$ cat config.mk
export PLATFORM = sky130hd
export DESIGN_NAME = fm_pool_src_buffer_flat
export DESIGN_NICKNAME = d
export VERILOG_FILES = /design/src/rtl/fm_pool_src_buffer_if.sv /design/src/rtl/fm_pool_src_buffer.sv /design/src/flat_wrapper.sv
export SDC_FILE = /design/constraint.sdc
export NUM_CORES = 1
export LEC_CHECK = 0
export ABC_AREA = 1
export BUFFER_PORTS_ARGS = -buffer_cell sky130_fd_sc_hd__buf_2
export CAP_MARGIN = 10
export CORE_ASPECT_RATIO = 1.1
export CORE_MARGIN = 1.5
export CORE_UTILIZATION = 30
export DETAILED_ROUTE_END_ITERATION = 16
export PLACE_DENSITY_LB_ADDON = 0.1
export RECOVER_POWER = 25
export SYNTH_ARGS = -nofsm -noshare
export SYNTH_HDL_FRONTEND = slang
export SYNTH_SLANG_ARGS = --single-unit
$ cat constraint.sdc
create_clock -name clk -period 2.8 [get_ports clk]
set_input_delay 0.28 -clock clk [delete_from_list [all_inputs] [get_ports clk]]
set_output_delay 0.28 -clock clk [all_outputs]
set_load 0.05 [all_outputs]
$ cat src/rtl/fm_pool_src_buffer_if.sv
// Producer/consumer bus for fm_pool_src_buffer.
// master: producer + pool stage side, slave: the buffer.
interface fm_pool_src_buffer_if #(
   parameter int DATA_W = 8,
   parameter int ADDR_W = 7
);
   logic              wr_begin;
   logic              wr_en;
   logic [DATA_W-1:0] wr_data;
   logic              frame_release;
   logic              rd_en;
   logic [ADDR_W-1:0] rd_addr;
   logic [DATA_W-1:0] rd_data;
   logic              fm_ready;
   logic              fm_write_complete;
   logic              wr_drop;

   modport master (
      output wr_begin, wr_en, wr_data, frame_release, rd_en, rd_addr,
      input  rd_data, fm_ready, fm_write_complete, wr_drop
   );

   modport slave (
      input  wr_begin, wr_en, wr_data, frame_release, rd_en, rd_addr,
      output rd_data, fm_ready, fm_write_complete, wr_drop
   );
endinterface

$ cat src/rtl/fm_pool_src_buffer.sv
// Feature-map buffer between a conv output stream and the 2x2 pool stage.
// Stores one ROW_LEN x ROWS map written in raster order, serves reads with
// 2-cycle latency, and flags row-pair / frame availability.
// Optional macro FM_BUF_RW_FWD_EN: a read of the address being written in
// the same cycle returns the new pixel instead of the old contents.
module fm_pool_src_buffer #(
   parameter int DATA_W  = 8,
   parameter int ADDR_W  = 7,
   parameter int ROW_LEN = 8,
   parameter int ROWS    = 8
) (
   input logic               clk,
   input logic               rst,
   fm_pool_src_buffer_if.slave bus
);
   localparam int DEPTH = ROW_LEN * ROWS;
   localparam int AW    = $clog2(DEPTH);
   localparam int RB    = $clog2(ROW_LEN);

   typedef enum logic [1:0] {IDLE, FILL, FULL} state_t;

   state_t            state, nxt_state;
   logic [ADDR_W-1:0] wr_ptr, nxt_ptr;
   logic              wr_do;
   logic [AW-1:0]     wr_idx;
   logic              drop;

   logic [DATA_W-1:0] mem [DEPTH];

   logic [ADDR_W:0]   row_ix, need;
   logic              in_range;
   logic [DATA_W-1:0] rd_word, data_q;
   logic              rd_vld_q;

   // Write/next-state decode; wr_begin always restarts the frame at addr 0
   always_comb begin
      nxt_state = state;
      nxt_ptr   = wr_ptr;
      wr_do     = 1'b0;
      wr_idx    = '0;
      drop      = 1'b0;
      if (bus.wr_begin) begin
         nxt_state = FILL;
         wr_do     = bus.wr_en;
         nxt_ptr   = bus.wr_en ? ADDR_W'(1) : '0;
      end else begin
         case (state)
            IDLE: drop = bus.wr_en;
            FILL: if (bus.wr_en) begin
               wr_do   = 1'b1;
               wr_idx  = wr_ptr[AW-1:0];
               nxt_ptr = wr_ptr + ADDR_W'(1);
               if (wr_ptr == ADDR_W'(DEPTH - 1)) nxt_state = FULL;
            end
            FULL: begin
               drop = bus.wr_en;
               if (bus.frame_release) nxt_state = IDLE;
            end
            default: nxt_state = IDLE;
         endcase
      end
   end

   // Pixel count needed before the row pair holding rd_addr is complete
   always_comb begin
      row_ix = (ADDR_W+1)'(bus.rd_addr >> RB);
      need   = ((row_ix | (ADDR_W+1)'(1)) + (ADDR_W+1)'(1)) << RB;
   end

   // FSM state, write pointer and registered handshakes
   always_ff @(posedge clk or posedge rst) begin
      if (rst) begin
         state                 <= IDLE;
         wr_ptr                <= '0;
         bus.fm_ready          <= 1'b0;
         bus.fm_write_complete <= 1'b0;
         bus.wr_drop           <= 1'b0;
      end else begin
         state  <= nxt_state;
         wr_ptr <= nxt_ptr;
         case (nxt_state)
            FILL:    bus.fm_ready <= ({1'b0, nxt_ptr} >= need);
            FULL:    bus.fm_ready <= 1'b1;
            default: bus.fm_ready <= 1'b0;
         endcase
         bus.fm_write_complete <= (nxt_state == FULL);
         if (drop) bus.wr_drop <= 1'b1;
      end
   end

   // Pixel storage, contents deliberately not reset
   always_ff @(posedge clk) begin
      if (wr_do) mem[wr_idx] <= bus.wr_data;
   end

   // Stage-1 read word; array read happens before this cycle's write lands
   always_comb begin
      in_range = (int'(bus.rd_addr) < DEPTH);
      rd_word  = '0;
      if (in_range) rd_word = mem[bus.rd_addr[AW-1:0]];
`ifdef FM_BUF_RW_FWD_EN
      if (in_range && wr_do && (wr_idx == bus.rd_addr[AW-1:0]))
         rd_word = bus.wr_data;
`endif
   end

   // Two-stage read pipeline; rd_data holds when no read is in flight
   always_ff @(posedge clk or posedge rst) begin
      if (rst) begin
         data_q      <= '0;
         rd_vld_q    <= 1'b0;
         bus.rd_data <= '0;
      end else begin
         rd_vld_q <= bus.rd_en;
         if (bus.rd_en) data_q <= rd_word;
         if (rd_vld_q) bus.rd_data <= data_q;
      end
   end
endmodule

$ cat src/flat_wrapper.sv
// flat-port wrapper written by rule: the top's interface ports become plain ports
module fm_pool_src_buffer_flat 
#(
   parameter int DATA_W  = 8,
   parameter int ADDR_W  = 7,
   parameter int ROW_LEN = 8,
   parameter int ROWS    = 8
)
  (clk, rst, bus_wr_begin, bus_wr_en, bus_wr_data, bus_frame_release, bus_rd_en, bus_rd_addr, bus_rd_data, bus_fm_ready, bus_fm_write_complete, bus_wr_drop);
  fm_pool_src_buffer_if #(.DATA_W(DATA_W), .ADDR_W(ADDR_W)) bus_i ();
  input logic clk;
  input logic rst;
  input wire logic [$bits(bus_i.wr_begin)-1:0] bus_wr_begin;
  input wire logic [$bits(bus_i.wr_en)-1:0] bus_wr_en;
  input wire logic [$bits(bus_i.wr_data)-1:0] bus_wr_data;
  input wire logic [$bits(bus_i.frame_release)-1:0] bus_frame_release;
  input wire logic [$bits(bus_i.rd_en)-1:0] bus_rd_en;
  input wire logic [$bits(bus_i.rd_addr)-1:0] bus_rd_addr;
  output wire logic [$bits(bus_i.rd_data)-1:0] bus_rd_data;
  output wire logic [$bits(bus_i.fm_ready)-1:0] bus_fm_ready;
  output wire logic [$bits(bus_i.fm_write_complete)-1:0] bus_fm_write_complete;
  output wire logic [$bits(bus_i.wr_drop)-1:0] bus_wr_drop;
  assign bus_i.wr_begin = bus_wr_begin;
  assign bus_i.wr_en = bus_wr_en;
  assign bus_i.wr_data = bus_wr_data;
  assign bus_i.frame_release = bus_frame_release;
  assign bus_i.rd_en = bus_rd_en;
  assign bus_i.rd_addr = bus_rd_addr;
  assign bus_rd_data = bus_i.rd_data;
  assign bus_fm_ready = bus_i.fm_ready;
  assign bus_fm_write_complete = bus_i.fm_write_complete;
  assign bus_wr_drop = bus_i.wr_drop;
  fm_pool_src_buffer #(.DATA_W(DATA_W), .ADDR_W(ADDR_W), .ROW_LEN(ROW_LEN), .ROWS(ROWS)) u_core (.clk(clk), .rst(rst), .bus(bus_i));
endmodule
* After elaboration in Yosys (flattened, before gate mapping) *
Memory sizes are Yosys's and may differ from the RTL's.
Index checks and enable logic that the tools add are counted.

operators by class
  reductions and logical operators = 2
  add/subtract/negate cells = 2
  eq/ne operators = 5
  multiplexer cells = 21
  magnitude comparators = 2

operator list
  operator                                                                count
  7-bit 2-to-1 mux                                                        3
  6-bit 2-to-1 mux                                                        3
  7-bit by 8-bit greater-or-equal comparator with 1-bit output            1
  1-bit 2-to-1 mux                                                        8
  2-bit 2-to-1 mux                                                        4
  8-bit 2-to-1 mux                                                        1
  7-bit by 1-bit adder with 7-bit output (second input constant)          1
  7-bit by 6-bit equality test with 1-bit output (second input constant)  1
  7-bit < comparator (second input constant)                              1
  2-bit case mux with 3 select lines                                      1
  4-bit by 1-bit adder with 5-bit output (second input constant)          1
  2-bit by 1-bit equality test with 1-bit output (second input constant)  2
  2-bit equality test (second input constant)                             2
  2-bit logical NOT                                                       1
  1-bit case mux with 2 select lines                                      1
  2-bit OR reduction                                                      1

storage, ports and cells
  memories = 1
  RAM bits = 512
  register bits = 29
  output and inout port bits = 11
  logic and storage cells = 41

memories
  memory      words  width  read ports  clocked after memory_dff  write ports  line                      source
  u_core.mem  64     8      1           0                         1            fm_pool_src_buffer.sv:28  logic [DATA_W-1:0] mem [DEPTH];

* Longest topological paths before layout *
Gate-level depths: netlist (run 1).

  depth in word-level cells = 7
  depth in mapped cells = 14

* Least setup slack after synthesis (run 1) *
No wires, ideal clock.

  kind = flip-flop to flip-flop
  start = register u_core.state[1]
  end = register u_core.bus.fm_ready
  library setup time = 0.127 ns
  arrival time = 1.945 ns
  required time = 2.673 ns
  buffers on the path = 0
  stages on the path, launching flop included = 13
  slack = 0.729 ns
  path through = dfrtp_1 nor2_4 inv_2 nor2_4 inv_2 nor2_1 a21oi_1 nor3_1 ha_1 o21a_1 o21a_1 o211ai_1 a21oi_1

on the way
  elaborated cells on any way between the ends = 14
  classes of those cells = order compare: 1; eq/ne: 4; mux: 8; reduce/logical: 1

RTL lines
  what                                                          line                         source
  from (decl)                                                   fm_pool_src_buffer.sv:22     state_t state, nxt_state;
  from (signal assigned)                                        fm_pool_src_buffer.sv:79     state <= nxt_state;
  2-bit by 1-bit equality test with 1-bit output                fm_pool_src_buffer.sv:47     case (state)
  7-bit 2-to-1 mux                                              fm_pool_src_buffer.sv:47
  7-bit 2-to-1 mux                                              fm_pool_src_buffer.sv:42     if (bus.wr_begin) begin
  net u_core.nxt_ptr[5]                                         fm_pool_src_buffer.sv:23     logic [ADDR_W-1:0] wr_ptr, nxt_ptr;
  7-bit by 8-bit greater-or-equal comparator with 1-bit output  fm_pool_src_buffer.sv:82     FILL: bus.fm_ready <= ({1'b0, nxt_ptr} >= need);
  1-bit case mux with 2 select lines                            fm_pool_src_buffer.sv:81     case (nxt_state)
  to (signal assigned)                                          fm_pool_src_buffer.sv:82
  to (decl)                                                     fm_pool_src_buffer_if.sv:25  output rd_data, fm_ready, fm_write_complete, wr_drop

The timed path passes the listed nets, and every way through them passes these cells.
A chain may end at the register's enable or synchronous reset.

* Final worst setup path (run 1) *
  start = register u_core.state[1]
  end = memory u_core.mem[28][1] (enable)

on the way
  cells in the longest elaborated chain, start to end = 5
  elaborated cells on any way between the ends = 7
  classes of those cells = eq/ne: 1; mux: 6

ends and longest elaborated chain
  what                                              line                      source
  2-bit by 1-bit equality test with 1-bit output *  fm_pool_src_buffer.sv:47
  1-bit 2-to-1 mux                                  fm_pool_src_buffer.sv:47
  1-bit 2-to-1 mux                                  fm_pool_src_buffer.sv:42
  1-bit 2-to-1 mux                                  fm_pool_src_buffer.sv:93  if (wr_do) mem[wr_idx] <= bus.wr_data;
  1-bit 2-to-1 mux (not written as such)            fm_pool_src_buffer.sv:93
  to (decl)                                         fm_pool_src_buffer.sv:28

Mark *: on every way between the ends. The rest lies on a longest branch, timed or not.

==> results of run 1 <==
-- layout make-up --
type                            instances  share of cell area
Antenna cell                            1          0.00009710
Clock buffer                           80             0.06316
Clock inverter                         29            0.004952
Inverter                               28            0.004466
Multi-Input combinational cell       1257              0.2143
Sequential cell                       541              0.6247
Tap cell                              963             0.04675
Timing Repair Buffer                  133             0.04156
-- kinds of logic after synthesis --
group / synth area share
simple gates: 0.2308
buf+inv: 0.04085
xor+xnor: 0.0003886
compound gates: 0.005384
flops: 0.7142
fa+ha+maj: 0.004440
mux: 0.003996
-- cell usage in the layout (no fill, tap or decap), drive strengths merged --
cell type and count:
a31o 1, nor4 2, dlygate4sd3 3, diode 1, nand3b 1, clkbuf 90, a21oi 9, buf 120
clkinvlp 1, o22ai 1, clkinv 30, mux2 8, nor3 4, inv 26, a31oi 1, dfrtp 29
nand3 436, o21ai 5, ha 8, edfxtp 512, o21a 3, nand4 2, o211ai 1, xnor2 1
nand2 694, nor2 80
-- report_power, final --
part,switching [mW],leakage [nW],internal (mW)
clock,3.16,0.864,4.03
sequential,0.0374,4.99,8.91
combinational,0.884,3.59,0.287
-- per-layer routing --
layer,track usage,wire [um],up-vias
met1,0.2315,29850,7286
li1,-,-,6912
met4,0.04373,1313,0
met5,0,0,-
met3,0.02339,2771,81
met2,0.3049,33850,304
-- final timing paths --
path	to	cells after the start
worst min register to register	u_core.data_q[3]	2
max in group asynchronous	u_core.wr_ptr[0]	4
min in group asynchronous	u_core.bus.rd_data[4]	4
worst max-delay path	u_core.mem[28][1]	10
worst min-delay path	u_core.state[1]	3
worst max register to register	u_core.mem[28][1]	10
-- synthesized netlist by cell type (all sizes together) --
cell,instances,area share
nand2,694,0.12
edfxtp,512,0.68
nand3,436,0.097
buf,96,0.033
nor2,80,0.015
dfrtp,29,0.032
inv,26,0.0046
clkbuf,16,0.0027
a21oi,9,0.0020
ha,8,0.0044
mux2,8,0.0040
o21ai,5,0.0011
nor3,4,0.0019
o21a,3,0.0010
clkinv,2,0.00033
nand4,2,0.00055
nor4,2,0.00055
a31o,1,0.00039
a31oi,1,0.00028
nand3b,1,0.00033
o211ai,1,0.00033
o22ai,1,0.00028
xnor2,1,0.00039
-- state kept, by name, summed over array words and instances, names as in the netlist, 2 cells and up --
register,cells
u_core.wr_ptr,7
u_core.mem,512
u_core.bus.rd_data,8
u_core.data_q,8
u_core.state,2
-- repair_timing --
item / in CTS / in global routing
endpoints found under the hold margin: 31 / 0
setup endpoints to repair: 0 / 0
hold buffers: 3 / 0
resized for setup: 0 / 0
-- stage by stage --
stage / setup WS [ps] / cells
final: 251.6 / 3032
after global routing: 184.3 / 3031
after CTS: 277.1 / 3031
after detailed placement: 231.8 / 2919
after global placement: 224.1 / 2919
after floorplan: 728.6 / 1938
-- critical path, stage by stage, from the launching register on --
cell	delay, ps
dfrtp_1	410
nor2_4	140
inv_2	70
nor2_4	110
inv_2	110
nor3_4	150
inv_2	50
nor2_1	140
nand2_1	350
nor2_1	450
buf_4	250
==> flow_summary.yaml, run 1 <==
placement:
  placement.io_buffers: 31
  dp_hpwl_um: 40850
  placed_area_mm2: 0.02405
  gp_congestion: 0.8133
floorplan:
  dieArea_mm2: 0.07680
  core_region_area_mm2: 0.07449
  fp.dieW_um: 264.4
  io_pins: 32
  rows: 105
  fp.dieH_um: 290.5
  start_util: 0.3026
layout:
  synthToLayoutAreaGrowth_pct: 14.32
  multi_input_area_mm2: 0.005523
  fin_util: 0.3460
  drive_above_1_share: 0.1117
  seq_area_mm2: 0.01610
  final_area_mm2: 0.02577
  fillers: 7363
  finalNetCount: 2048
critical_path:
  worstPathRequired_ps: 3120
  arrival_ps: 2870
  path_class: "register to register"
  crit_path_end_kind: "register"
  cp_max_fo: 10
  worstSetupStartpoint: "u_core.state[1]"
  reg2reg_slack_ps: 250
  critPathLaunchType: "register"
  r2r-start: "u_core.state[1]"
synth:
  yosys_warnings: 0
  syn_inst: 1938
  synth_nets: 1967
  ys_seq_elements: 541
  syn-cell-area_mm2: 0.02254
  synth_cell_types: 34
  ys_seq_area_frac: 0.7142
  syn_avg_cell_area_um2: 11.63
power:
  p_total_mw: 17.31
  peakVddDrop_mv: 0.5118
  leakage_nw: 9.438
  p_per_area_mw_per_mm2: 671.6
global_route:
  grt.overflow.total: 0
  grt_max_degree: 69
  grt_usage: 0.1758
  antenna_found_initial: 1
  grt_first_pass_wirelength_um: 99030
  grt_pass1_vias: 14800
cts:
  clk_path_buf_depth: 3
  cts_sinks: 541
  post_cts_buffers: 0
  clock_latency_ps: 620
  cts_tree: "done"
  cts-root-buf: "clkbuf_16"
  htreeDepth: 2
  clkTransAtPathRegs_ps: 60
  cts_buffers: 58
timing:
  min_period_ps: 2548
  slew-limit-headroom: -0.3072
  period_share: 0.9101
  fmaxAchievable_mhz: 392.4
  hold_ws_ps: 66.00
  setup_viol: 0
  clock_skew_ps: 19.09
  timing_worst_slew_pin_value_ps: 1961
  grt_setup_unrepaired: "false"
  final_hold_viol_count: 0
  fin_setup_tns_ps: 0
  slew_violations: 287
hold_path:
  holdCritStartpoint: "bus_frame_release"
  hold_class: "input pin to register"
routing:
  ant_nets: 0
  drtIter0Drc: 1163
  wl_per_cell_um: 22.36
  drt-total-wl_um: 67790
  first_pass_iters: 5
  drc: 0
  vias_per_cell: 4.810
  vias: 14580
run:
  drv_cap: 5
status:
  outcome: "complete, but fails checks"
  violations: "capacitance limit, slew limit"
Note: power is estimated with default switching activity, not from simulation.
==> run 2: changes to the inputs <==
--- a/config.mk
+++ b/config.mk
@@ -11,6 +11,7 @@
 export CORE_ASPECT_RATIO = 1.1
 export CORE_MARGIN = 1.5
 export CORE_UTILIZATION = 30
+export CTS_BUF_LIST = sky130_fd_sc_hd__clkbuf_16
 export DETAILED_ROUTE_END_ITERATION = 16
 export PLACE_DENSITY_LB_ADDON = 0.1
 export RECOVER_POWER = 25
==> run 2 against run 1 <==
Against the previous run:
- the flow still finishes with violations (capacitance limit, slew limit)
- sequential share of layout area grew 0.073 points
- final cell count is the same
- setup slack got worse by 8.1 ps
- critical endpoint unchanged
- largest power group unchanged
- highest routed layer unchanged
==> flow_summary.yaml, run 2 (synthesis gave the netlist of run 1 again) <==
layout:
  top_register: "u_core.mem"
  final_cell_mix: "nand2_1, edfxtp_1, nand3_1, buf_4, nor2_1"
  fillers: 7369
  finalNetCount: 2048
  synthToLayoutAreaGrowth_pct: 14.19
  top_regs: "u_core.mem x512, u_core.bus.rd_data x8, u_core.data_q x8"
  fin_util: 0.3456
  multi_input_area_mm2: 0.005523
  drive_above_1_share: 0.1103
  largest_reg_flops: 512
  seq_area_mm2: 0.01610
  final_area_mm2: 0.02574
  final_common_cell: "nand2_1"
hold_path:
  holdPathEnd: "u_core.state[1]"
  hold_class: "input pin to register"
  hold_depth: 3
  holdCritStartpoint: "bus_frame_release"
timing:
  fin_setup_tns_ps: 0
  setup_viol: 0
  slew-limit-headroom: -0.2980
  grt_setup_unrepaired: "false"
  clock_skew_ps: 20.06
  period_share: 0.9130
  hold_ws_ps: 58.79
  timing_worst_slew_pin_value_ps: 1947
  final_hold_viol_count: 0
  fmaxAchievable_mhz: 391.2
  slew_violations: 287
  layout_setup_ws_ps: 243.5
  min_period_ps: 2556
global_route:
  grt_pass1_vias: 14790
  grt_max_degree: 69
  antenna_found_initial: 1
  grt.overflow.total: 0
  grt_first_pass_wirelength_um: 99020
  grt_usage: 0.1758
critical_path:
  cp_max_fo: 10
  r2r_end: "u_core.mem[28][1]"
  crit_path_end_kind: "register"
  critPathLaunchType: "register"
  reg2reg_depth: 10
  arrival_ps: 2880
  path_class: "register to register"
  worstPathRequired_ps: 3120
  reg2reg_slack_ps: 240
  r2r-start: "u_core.state[1]"
routing:
  wl_per_cell_um: 22.40
  drtIter0Drc: 1160
  vias: 14590
  drc: 0
  ant_nets: 0
  vias_per_cell: 4.813
  first_pass_iters: 5
  drt-total-wl_um: 67900
placement:
  dp_hpwl_um: 40850
  pre_cts_slack_ps: 231.8
  placement.io_buffers: 31
  placed_area_mm2: 0.02405
  gp_congestion: 0.8133
cts:
  post_cts_buffers: 0
  cts_resized: 0
  cts_sinks: 541
  postCtsHoldBufs: 3
  cts-root-buf: "clkbuf_16"
  cts_buffers: 58
  htreeDepth: 2
  cts_tree: "done"
  clkTransAtPathRegs_ps: 60
  clock_latency_ps: 620
  clk_path_buf_depth: 3
floorplan:
  dieArea_mm2: 0.07680
  fp.dieW_um: 264.4
  start_util: 0.3026
  fp.dieH_um: 290.5
  io_pins: 32
  rows: 105
  core_region_area_mm2: 0.07449
status:
  violations: "capacitance limit, slew limit"
  outcome: "complete, but fails checks"
power:
  pwr-share-seq: 0.521
  net-switching-power_mw: 4.094
  p_comb_frac: 0.068
  clkPwrFrac: 0.411
  swShare: 0.2383
  intPower_mw: 13.08
  peakVddDrop_mv: 0.5128
  leakage_nw: 9.487
  p_per_area_mw_per_mm2: 667.3
run:
  drv_cap: 5
[run 2: changes by cell type in the layout (fill, tap and decap cells not counted)]
cell / previous run / this run
clkbuf_8: 4 / 1
inv_1: 18 / 34
clkinv_1: 18 / 21
clkbuf_1: 21 / 5
[run 2: final cells by class]
type / instances / share of cell area
Multi-Input combinational cell: 1257 / 0.2145
Inverter: 28 / 0.004472
Tap cell: 963 / 0.04681
Antenna cell: 1 / 0.00009721
Clock inverter: 48 / 0.007728
Clock buffer: 61 / 0.05930
Sequential cell: 541 / 0.6254
Timing Repair Buffer: 133 / 0.04161
[run 2: power groups by stage]
stage                     clock network, mW  registers, mW  logic [mW]
final                                  7.06           8.95        1.17
after global routing                   7.52           8.95        1.29
after CTS                              7.25           8.94        1.22
after detailed placement                  0           9.11        1.21
after global placement                    0           9.11        1.22
after floorplan                           0           9.15       0.643
[run 2: how the worst max path moves through the flow]
stage	startpoint	to	slack, ps
6_report	u_core.state[1]	u_core.mem[28][1]	240
5_1_grt	u_core.state[1]	u_core.mem[62][5]	180
4_1_cts	u_core.state[1]	u_core.mem[62][6]	280
3_5_place_dp	bus_wr_begin	u_core.mem[12][3]	230
3_3_place_gp	bus_wr_begin	u_core.mem[12][3]	220
2_1_floorplan	u_core.state[1]	u_core.bus.fm_ready	730
[run 2: worst max-delay path, stage by stage, from the launching register on]
cell and delay [ps]:
dfrtp_1 400, nor2_4 140, inv_2 70, nor2_4 110, inv_2 110, nor3_4 150, inv_2 50, nor2_1 140
nand2_1 350, nor2_1 460, buf_4 260
[run 2: through the flow]
| step | total power [mW] | std cells |
|---|---|---|
| global route | 17.76 | 3031 |
| finish | 17.18 | 3032 |
| floorplan | 9.796 | 1938 |
| global placement | 10.33 | 2919 |
| detailed placement | 10.32 | 2919 |
| CTS | 17.40 | 3031 |
[run 2: per-layer routing]
metal | global-route usage | wire [um] | up-vias
li1 | - | - | 6917
met1 | 0.2315 | 29960 | 7320
met2 | 0.3050 | 33940 | 276
met3 | 0.02339 | 2690 | 80
met4 | 0.04373 | 1305 | 0
met5 | 0 | 0 | -
==> run 3: changes to the inputs <==
==> constraint.sdc (replaced) <==
create_clock -name clk -period 2.9 [get_ports clk]
set_input_delay 0.29 -clock clk [delete_from_list [all_inputs] [get_ports clk]]
set_output_delay 0.29 -clock clk [all_outputs]
set_load 0.05 [all_outputs]
==> run 3 against run 2 <==
Against the previous run:
- the run still ends with capacitance limit, slew limit left
- clock skew down 11 ps
- wire length about the same
- setup slack better by 200 ps
- via count down 0.36%
- first-iteration DRC count down 8.0%
- global-route usage up 0.056 points
- register-to-register slack better by 200 ps
- sequential share of layout area down 0.56 points
- fmax up 4.2%
- sequential power down 3.6%
- clock-buffer cell count unchanged
- combinational power about the same
==> flow_summary.yaml, run 3 (synthesis gave the netlist of run 1 again) <==
status:
  outcome: "complete, but fails checks"
  violations: "capacitance limit, slew limit"
power:
  net-switching-power_mw: 4.067
  swShare: 0.2345
  p_per_area_mw_per_mm2: 667.6
  clkPwrFrac: 0.436
  pwr-share-seq: 0.498
  intPower_mw: 13.28
  p_comb_frac: 0.067
  leakage_nw: 9.550
  peakVddDrop_mv: 0.4392
layout:
  final_area_mm2: 0.02598
  drive_above_1_share: 0.1141
  n_antenna_cell: 0
  top_register: "u_core.mem"
  top_regs: "u_core.mem x512, u_core.bus.rd_data x8, u_core.data_q x8"
  final_cell_mix: "nand2_1, edfxtp_1, nand3_1, buf_4, nor2_1"
  final_common_cell: "nand2_1"
  synthToLayoutAreaGrowth_pct: 15.22
  largest_reg_flops: 512
  finalNetCount: 2053
critical_path:
  reg2reg_depth: 10
  path_class: "register to register"
  r2r-start: "u_core.state[1]"
  reg2reg_slack_ps: 450
  crit_path_end_kind: "register"
  worstPathRequired_ps: 3230
  critPathMostFrequentCell: "inv_2"
  cp_max_fo: 10
  cp_cell_sequence: "nor2_4, inv_2, nor2_4, inv_2, nor3_4, inv_2, nor2_2, nand2_2, nor2_1, buf_4"
  crit_family: "simple AND/OR/NAND/NOR gates"
  arrival_ps: 2790
  critPathLaunchType: "register"
  max_stage_delay_ps: 430
  r2r_end: "u_core.mem[18][0]"
  cpMaxStageDelayCell: "nor2_1"
  path_buf_inv: 4
cts:
  cts_resized: 0
  clkTransAtPathRegs_ps: 60
  cts-root-buf: "clkbuf_16"
  cts_tree: "done"
  clock_latency_ps: 620
  clk_path_buf_depth: 3
  cts_buffers: 60
  htreeDepth: 2
  cts_sinks: 541
timing:
  slew_violations: 151
  grt_setup_unrepaired: "false"
  min_period_ps: 2453
  slew-limit-headroom: -0.2966
  period_share: 0.8459
  fmaxAchievable_mhz: 407.7
  fin_setup_tns_ps: 0
  clock_skew_ps: 9.209
  timing_worst_slew_pin_value_ps: 1945
  final_hold_viol_count: 0
  setup_viol: 0
floorplan:
  fp.dieW_um: 264.4
  fp.dieH_um: 290.5
  start_util: 0.3026
  rows: 105
  core_region_area_mm2: 0.07449
  io_pins: 32
  dieArea_mm2: 0.07680
routing:
  vias: 14540
  vias_per_cell: 4.797
  first_pass_iters: 5
  wl_per_cell_um: 22.39
  drt-total-wl_um: 67850
  drtIter0Drc: 1067
  ant_nets: 0
  drc: 0
run:
  drv_cap: 3
global_route:
  grt_pass1_vias: 14820
  grt.overflow.total: 0
  grt_max_degree: 133
  grt_usage: 0.1764
  antenna_found_initial: 1
  grt_first_pass_wirelength_um: 99780
hold_path:
  hold_class: "input pin to register"
  holdCritStartpoint: "bus_rd_addr[6]"
  holdPathEnd: "u_core.bus.fm_ready"
  hold_depth: 4
placement:
  placement.io_buffers: 31
  placed_area_mm2: 0.02411
  dp_hpwl_um: 40940
  gp_congestion: 0.8344
run 3: changes by cell type in the layout (fill, tap and decap cells not counted), moves of 3 or more:
cell	previous run	this run
buf_12	12	15
buf_2	25	22
bufinv_16	0	7
clkbuf_1	5	10
clkinv_1	21	17
inv_1	34	25
run 3: how the worst max path moves through the flow:
stage	startpoint	end	slack [ps]	cells past startpoint
6_report	u_core.state[1]	u_core.mem[18][0]	450	10
5_1_grt	u_core.state[1]	u_core.bus.fm_ready	270	12
4_1_cts	u_core.state[1]	u_core.mem[18][0]	430	10
3_5_place_dp	u_core.state[1]	u_core.mem[18][4]	450	10
3_3_place_gp	bus_wr_begin	u_core.mem[7][0]	360	6
2_1_floorplan	u_core.state[1]	u_core.bus.fm_ready	830	12
run 3: power groups by stage:
stage          Clock [mW]  Sequential (mW)  Combinational, mW
2_1_floorplan           0             8.84              0.620
3_3_place_gp            0             8.79               1.19
3_5_place_dp            0             8.79               1.19
4_1_cts              7.74             8.62               1.19
5_1_grt              8.01             8.63               1.27
6_report             7.56             8.63               1.15
run 3: repair_timing:
action,4_1_cts,5_1_grt
hold endpoints to repair,31,0
setup buffers,0,0
hold buffers,3,0
run 3: tightest hold or removal path, cell delays in order:
cell and delay (ps):
buf_2 120, nand3_1 80, o211ai_1 90, a21oi_1 70
run 3: through the flow:
stage	util	worst slack, ps	hold WS [ps]	instances	power (mW)
finish	0.3487	447.0	60.99	3031	17.34
global route	0.3487	273.8	77.22	3031	17.91
CTS	0.3497	425.3	36.87	3031	17.56
detailed placement	0.3237	450.4	420.5	2922	9.974
global placement	0.3237	356.9	402.4	2922	9.978
floorplan	-	828.6	321.4	1938	9.459
run 3: per-layer routing:
layer / GRT usage / part of all wire / vias up
met5: 0 / 0 / -
met4: 0.05313 / 0.029 / 0
met3: 0.02195 / 0.035 / 101
met2: 0.2931 / 0.48 / 256
met1: 0.2406 / 0.45 / 7258
li1: - / - / 6926
run 3: cell type report:
cell class	instances	area, um2
fill	7382	48510
sequential	541	16100
multi-input combinational	1257	5523
clock buffer	61	1526
tap	963	1205
timing repair buffer	136	1125
clock inverter	45	381.6
inverter	28	115.1
